`src/rtl/sad_pkg.sv`:
```
// Shared types and elaboration helpers for the carry-save SAD accumulate/resolve block.
// Holds the controller state encoding, default geometry and width-derivation functions.
package sad_pkg;

   typedef enum logic [1:0] {
      ST_ACCUM   = 2'd0,
      ST_RESOLVE = 2'd1,
      ST_OUTPUT  = 2'd2
   } state_t;

   localparam int W_DEF       = 12;
   localparam int ACC_W_DEF   = 20;
   localparam int BLK_LEN_DEF = 16;
   localparam int SEG_W_DEF   = 5;

   function automatic int nseg(input int acc_w, input int seg_w);
      return acc_w / seg_w;
   endfunction

   function automatic int cnt_width(input int blk_len);
      return $clog2(blk_len + 1);
   endfunction

   // The resolver walks whole segments only, and the accumulator must hold a full beat.
   function automatic bit cfg_ok(input int w, input int acc_w, input int seg_w);
      return (seg_w > 0) && (acc_w % seg_w == 0) && (acc_w >= w);
   endfunction

endpackage

```
`src/rtl/sad_cs_compress_row.sv`:
```
// Combinational row of N 4:2 compressor cells; each cell's cout feeds the next cell's cin.
// The parent is responsible for shifting carry_o left by one before storing it.
module sad_cs_compress_row
   import sad_pkg::*;
#(
   parameter int N = ACC_W_DEF
)
(
   input  logic [N-1:0] a_i,
   input  logic [N-1:0] b_i,
   input  logic [N-1:0] c_i,
   input  logic [N-1:0] d_i,
   output logic [N-1:0] sum_o,
   output logic [N-1:0] carry_o
);

   // Two cascaded full adders per cell; the inter-cell cout is independent of cin, so no ripple.
   always_comb begin : row
      logic cin_v;
      logic s1_v;
      cin_v   = 1'b0;
      s1_v    = 1'b0;
      sum_o   = '0;
      carry_o = '0;
      for (int i = 0; i < N; i++) begin
         s1_v       = a_i[i] ^ b_i[i] ^ c_i[i];
         sum_o[i]   = s1_v ^ d_i[i] ^ cin_v;
         carry_o[i] = (s1_v & d_i[i]) | (s1_v & cin_v) | (d_i[i] & cin_v);
         cin_v      = (a_i[i] & b_i[i]) | (a_i[i] & c_i[i]) | (b_i[i] & c_i[i]);
      end
   end

endmodule

```
`src/rtl/sad_cs_resolve_acc.sv`:
```
// Accumulates a block of carry-save beats, resolves the redundant sum with a segmented
// adder (one segment per cycle, LSB first) and presents the SAD on a valid/ready port.
module sad_cs_resolve_acc
   import sad_pkg::*;
#(
   parameter int W       = W_DEF,
   parameter int ACC_W   = ACC_W_DEF,
   parameter int BLK_LEN = BLK_LEN_DEF,
   parameter int SEG_W   = SEG_W_DEF
)
(
   input  logic                          clk,
   input  logic                          rst,
   input  logic                          in_valid,
   output logic                          in_ready,
   input  logic [W-1:0]                  in_sum,
   input  logic [W-1:0]                  in_carry,
   input  logic                          in_last,
   output logic                          out_valid,
   input  logic                          out_ready,
   output logic [ACC_W-1:0]              out_sad,
   output logic [cnt_width(BLK_LEN)-1:0] out_count
);

   localparam int NSEG = nseg(ACC_W, SEG_W);
   localparam int CW   = cnt_width(BLK_LEN);
   localparam int IW   = $clog2(NSEG + 1);

   if (!cfg_ok(W, ACC_W, SEG_W)) begin : g_cfg_check
      $error("sad_cs_resolve_acc: ACC_W must be a multiple of SEG_W and at least W");
   end

   state_t            state_q, state_d;
   logic [ACC_W-1:0]  acc_s_q, acc_s_d;
   logic [ACC_W-1:0]  acc_c_q, acc_c_d;
   logic [CW-1:0]     cnt_q, cnt_d;
   logic [IW-1:0]     seg_idx_q, seg_idx_d;
   logic              seg_carry_q, seg_carry_d;
   logic [ACC_W-1:0]  out_sad_q, out_sad_d;
   logic [CW-1:0]     out_count_q, out_count_d;
   logic              out_valid_q, out_valid_d;
   logic              ready_q, ready_d;

   logic [ACC_W-1:0]  row_sum_s;
   logic [ACC_W-1:0]  row_carry_s;
   logic              accept_s;
   logic [CW-1:0]     cnt_inc_s;
   logic [SEG_W-1:0]  seg_a_s;
   logic [SEG_W-1:0]  seg_b_s;
   logic [SEG_W:0]    seg_sum_s;

   sad_cs_compress_row #(
      .N (ACC_W)
   ) u_row (
      .a_i     (acc_s_q),
      .b_i     (acc_c_q),
      .c_i     (ACC_W'(in_sum)),
      .d_i     (ACC_W'(in_carry)),
      .sum_o   (row_sum_s),
      .carry_o (row_carry_s)
   );

   assign in_ready  = ready_q & ~rst;
   assign out_valid = out_valid_q;
   assign out_sad   = out_sad_q;
   assign out_count = out_count_q;

   assign accept_s  = in_valid & in_ready;
   assign cnt_inc_s = cnt_q + CW'(1);
   assign seg_a_s   = SEG_W'(acc_s_q >> (int'(seg_idx_q) * SEG_W));
   assign seg_b_s   = SEG_W'(acc_c_q >> (int'(seg_idx_q) * SEG_W));
   assign seg_sum_s = {1'b0, seg_a_s} + {1'b0, seg_b_s} + (SEG_W+1)'(seg_carry_q);

   // Next-state logic for the accumulate / resolve / output sequence.
   always_comb begin
      state_d     = state_q;
      acc_s_d     = acc_s_q;
      acc_c_d     = acc_c_q;
      cnt_d       = cnt_q;
      seg_idx_d   = seg_idx_q;
      seg_carry_d = seg_carry_q;
      out_sad_d   = out_sad_q;
      out_count_d = out_count_q;
      out_valid_d = out_valid_q;
      ready_d     = ready_q;
      case (state_q)
         ST_ACCUM: begin
            if (accept_s) begin
               acc_s_d = row_sum_s;
               acc_c_d = row_carry_s << 1;
               cnt_d   = cnt_inc_s;
               if (in_last || (cnt_inc_s == CW'(BLK_LEN))) begin
                  state_d     = ST_RESOLVE;
                  out_count_d = cnt_inc_s;
                  seg_idx_d   = '0;
                  seg_carry_d = 1'b0;
                  ready_d     = 1'b0;
               end else begin
                  state_d = ST_ACCUM;
               end
            end else begin
               state_d = ST_ACCUM;
            end
         end
         ST_RESOLVE: begin
            // One extra cycle after the top segment lets out_valid rise NSEG+1 edges after the last beat.
            if (seg_idx_q == IW'(NSEG)) begin
               state_d     = ST_OUTPUT;
               out_valid_d = 1'b1;
            end else begin
               for (int k = 0; k < NSEG; k++) begin
                  if (int'(seg_idx_q) == k) begin
                     out_sad_d[k*SEG_W +: SEG_W] = seg_sum_s[SEG_W-1:0];
                  end else begin
                     out_sad_d[k*SEG_W +: SEG_W] = out_sad_q[k*SEG_W +: SEG_W];
                  end
               end
               seg_carry_d = seg_sum_s[SEG_W];
               seg_idx_d   = seg_idx_q + IW'(1);
            end
         end
         ST_OUTPUT: begin
            if (out_ready) begin
               state_d     = ST_ACCUM;
               acc_s_d     = '0;
               acc_c_d     = '0;
               cnt_d       = '0;
               out_valid_d = 1'b0;
               ready_d     = 1'b1;
            end else begin
               state_d = ST_OUTPUT;
            end
         end
         default: begin
            state_d     = ST_ACCUM;
            acc_s_d     = '0;
            acc_c_d     = '0;
            cnt_d       = '0;
            out_valid_d = 1'b0;
            ready_d     = 1'b1;
         end
      endcase
   end

   // State registers; reset discards any partial block.
   always_ff @(posedge clk) begin
      if (rst) begin
         state_q     <= ST_ACCUM;
         acc_s_q     <= '0;
         acc_c_q     <= '0;
         cnt_q       <= '0;
         seg_idx_q   <= '0;
         seg_carry_q <= 1'b0;
         out_sad_q   <= '0;
         out_count_q <= '0;
         out_valid_q <= 1'b0;
         ready_q     <= 1'b1;
      end else begin
         state_q     <= state_d;
         acc_s_q     <= acc_s_d;
         acc_c_q     <= acc_c_d;
         cnt_q       <= cnt_d;
         seg_idx_q   <= seg_idx_d;
         seg_carry_q <= seg_carry_d;
         out_sad_q   <= out_sad_d;
         out_count_q <= out_count_d;
         out_valid_q <= out_valid_d;
         ready_q     <= ready_d;
      end
   end

endmodule
```
`config.mk`:
```
export PLATFORM = sky130hd
export DESIGN_NAME = sad_cs_resolve_acc
export DESIGN_NICKNAME = d
export VERILOG_FILES = /design/src/rtl/sad_pkg.sv /design/src/rtl/sad_cs_compress_row.sv /design/src/rtl/sad_cs_resolve_acc.sv
export SDC_FILE = /design/constraint.sdc
export NUM_CORES = 1
export LEC_CHECK = 0
export CELL_PAD_IN_SITES_DETAIL_PLACEMENT = 0
export CELL_PAD_IN_SITES_GLOBAL_PLACEMENT = 1
export CORE_MARGIN = 2
export CORE_UTILIZATION = 40
export DETAILED_ROUTE_END_ITERATION = 6
export GPL_ROUTABILITY_DRIVEN = 0
export PLACE_DENSITY_LB_ADDON = 0.25
export SLEW_MARGIN = 10
export SYNTH_ARGS = -nofsm -noshare
export SYNTH_HDL_FRONTEND = slang
export SYNTH_HIERARCHICAL = 1
export SYNTH_SLANG_ARGS = --single-unit
```
`constraint.sdc`:
```
create_clock -name clk -period 3.21 [get_ports clk]
set_input_delay 0.4815 -clock clk [delete_from_list [all_inputs] [get_ports clk]]
set_output_delay 0.4815 -clock clk [all_outputs]
set_load 0.02 [all_outputs]
```
==> impl_results.md, run 1 <==
- Outcome: finished, final reports clean
- Row cnt: 38
- Pwr dens: 412 nW/um^2
- Die Ht: 109 um
- Area contributors post-synth: dfxtp_1 (35%), fa_1 (18%), nor2_1 (4.8%)
- Synth cell types: 47
- Layer with the highest usage: met2
- Final nets: 559
- Clock skew: 7.65 ps
- Crit path capture type: register
- Fraction of synthesized area in multiplexers: 9.33%
- TritonCTS clock tree: yes
- Placed cell count: 607
- Critical path type: reg -> reg
- Area grow syn2layout: 20.0%
- DRT Pass-1 Iters: 4
- Max Buffers Root-to-Sink: 2
- Adder-Cell Fraction of Synth Area: 21.5%
- Width of the die: 109 um
- Core Box Area: 10800 um^2
- Number of buffers added for setup after CTS: 0
- Dpl hpwl: 7.21 mm
- Vias: 3158
- Register-to-register setup slack: 290 ps
- Worst-Margin Slew: 546 ps
- I/O Pins: 56
- Final worst slack: 286 ps
- Setup violators final: 0
- Most frequent CP cell: nor2_1
- Cell accounting for the most synthesized area: dfxtp_1
- CTS Hold Bufs: 0
- # resized after CTS: 0
- CTS H-Tree Depth: 3
- Starting Density: 40.8%
- RSZ-0062 raised after global routing: no
- Top_reg_cell synth: dfxtp_1
- Die Area: 11900 um^2
- Crit share post-route: 91.1%
- CP Data Required Time: 3510 ps
- Worst Setup Start Kind: register
- MaxCap Viol Count: 0
- Final min period: 2920 ps
- TNS Setup: 0 ps
- Inserted Diodes: 0
- Largest net degree at the start of global routing: 47
- Remaining Overflow, GRT: 0
- Starting DRT DRC Count: 106
- Syn Std Cell Area: 4430 um^2
- Post-synthesis sequential area ratio: 34.8%
- Commonest cells in the netlist: dfxtp_1 (77), nor2_1 (57), fa_1 (40), a22oi_1 (24), nand2_1 (23)
- Num CTS Buffers: 9
- Met3 usage: 3.47%
- YS warnings: 6
- Min-Delay Path Class: in -> reg
- Max incr delay on CP: 470 ps
- Simple-Gate Fraction of Synth Area: 15.9%
- Count leader, synth: dfxtp_1
- Root Buffer: clkbuf_8
- Max VDD drop: 0.000222 V
- Largest family of logic cells by synthesized area: adder cells
- CTS clk-pin slew, worst paths: 80 ps
- CP Cell Sequence: buf_4, mux2i_1, nor2_1, a31oi_1, nor2_1, fa_1, fa_1, a21o_1, a21oi_1, xnor2_1, mux2i_1, nor2_1
- Met2 Resource Use GR: 32.5%
- Met1 Use GR: 23.3%
- Pleak: 2.00 nW
- Antenna violations before repair: 0
- All-layer global routing usage: 18.6%
- DRT antenna net count: 0
- First-pass GRT wire length: 16.8 mm
- Vias in the first global route: 3262
- Post-synth EDFFs: 0
- Slew Viols, Final: 0
- Post-synthesis xor/xnor area fraction: 1.72%
- Skew-Pair Late Insertion Delay: 360 ps
- Final Instance Count excl. Fillers: 623
- Fillers: 1025
- Final wirelength: 10.1 mm
- Share of layout cells above drive strength 1: 12.6%
- Flops & latches, synth: 77
- Area fraction of the dominant cell type after synthesis: 34.8%
- Critical-path top delay cell: fa_1
- WL/cell: 16.2 um
- Crit path DAT: 3220 ps
- Asr flop ratio synth: 0%
- F_max: 0.342 GHz
- Syn Area/Cell: 10.6 um^2
- Count of final hold-check violations: 0
- Max Fanout on Critical Path: 15
- Post-Synthesis Cells: 417
- Vias per cell: 5.07
- Drt drc: 0
- Clock tree sinks: 77
- Pre-CTS setup slack: 314 ps
- Design Power: 2.19 mW
- Port Buf Inserts: 55
- Max-slew headroom: 63.6%
- Synth Area in Compound Gates: 12.6%
## layout by cell type (no fill, tap or decap), drive strengths merged, types with 2 or more instances in the layout
cell type | netlist | final
dfxtp | 77 | 77
nor2 | 57 | 57
clkdlybuf4s50 | 0 | 54
fa | 40 | 40
a21oi | 27 | 27
a22oi | 24 | 24
nand2 | 23 | 23
mux2i | 21 | 21
nand3 | 21 | 21
conb | 1 | 17
and2 | 12 | 12
ha | 12 | 12
mux4 | 9 | 9
clkbuf | 13 | 9
buf | 16 | 9
inv | 8 | 8
nor3 | 5 | 5
nand3b | 5 | 5
clkinv | 0 | 5
a31oi | 4 | 4
xnor2 | 4 | 4
o21ai | 4 | 4
a211oi | 4 | 4
and3b | 3 | 3
o32ai | 3 | 3
a21o | 3 | 3
nor2b | 2 | 2
nand2b | 2 | 2
o22ai | 2 | 2
o21bai | 2 | 2
xor2 | 2 | 2
or2 | 2 | 2
a21boi | 2 | 2
o221ai | 2 | 2
## registers in the layout (all words and copies together), names as in the netlist
signal,count
seg_carry_q,1
out_count,5
cnt_q,5
acc_c_q,19
seg_idx_q,3
out_valid,1
acc_s_q,20
ready_q,1
out_sad,20
state_q,2
## path summary, 6_finish.rpt
path	from	end	cells after the start
max	seg_idx_q[0]	out_sad[19]	12
min	rst	out_count[2]	2
min reg2reg	out_count[4]	out_count[4]	2
max reg2reg	seg_idx_q[0]	out_sad[19]	12
## power by group
| group | internal [mW] | switching, mW | total, mW |
|---|---|---|---|
| Combinational | 0.195 | 0.212 | 0.407 |
| Sequential | 0.993 | 0.0483 | 1.04 |
| Clock | 0.355 | 0.382 | 0.737 |
| Total | 1.54 | 0.642 | 2.19 |
## cell families (layout without fill, tap and decap cells)
kind of cell	count (synthesis)	after routing
buffers and inverters	37	87
flip-flops	77	77
adder cells (fa/ha/maj)	52	52
other	1	17
multiplexers	30	30
XOR/XNOR	7	7
AND/OR/NAND/NOR	135	135
AO/OA/AOI/OAI	78	78
## metrics by stage
step	instance area, um^2	hold slack [ps]	util, %
detailed placement	5120	486	47.2
CTS	5310	426	49.0
global placement	5120	468	47.2
global route	5310	428	49.0
finish	5310	427	49.0
floorplan	4490	459	-
## metal layers
layer  up-vias  share of wire [%]  routed length, um
met3        11                3.6                361
met2        62                 51               5150
met1      1536                 44               4390
met5         -                  0                  0
li1       1549                  -                  -
met4         0                1.6                163
## cell type report
| type | instances | area, um^2 | area share [%] |
|---|---|---|---|
| clock buffers | 9 | 124 | 2.33 |
| clock inverters | 7 | 66.3 | 1.25 |
| inverters | 8 | 30.0 | 0.566 |
| multi-input cells | 319 | 2770 | 52.1 |
| flip-flops and latches | 77 | 1540 | 29.0 |
| well taps | 140 | 175 | 3.30 |
| repair buffers | 63 | 606 | 11.4 |
## critical path: cells and delay by family (launching register included)
kind	cells	cell delay (ps)
adder cells (fa/ha/maj)	2	910
AND/OR/NAND/NOR	3	240
flip-flops	1	370
AO/OA/AOI/OAI	3	470
multiplexers	2	380
buffers and inverters	1	270
XOR/XNOR	1	220
(Power assumes the default switching activity.)
==> inputs of run 2 (changes only) <==
--- a/config.mk
+++ b/config.mk
@@ -5,6 +5,7 @@
 export SDC_FILE = /design/constraint.sdc
 export NUM_CORES = 1
 export LEC_CHECK = 0
+export CAP_MARGIN = 0
 export CELL_PAD_IN_SITES_DETAIL_PLACEMENT = 0
 export CELL_PAD_IN_SITES_GLOBAL_PLACEMENT = 1
 export CORE_MARGIN = 2
@@ -12,6 +13,7 @@
 export DETAILED_ROUTE_END_ITERATION = 6
 export GPL_ROUTABILITY_DRIVEN = 0
 export PLACE_DENSITY_LB_ADDON = 0.25
+export SKIP_CTS_REPAIR_TIMING = 1
 export SLEW_MARGIN = 10
 export SYNTH_ARGS = -nofsm -noshare
 export SYNTH_HDL_FRONTEND = slang
==> results of run 2 <==
The final DEF is identical to that of run 1; final timing and power are the same.
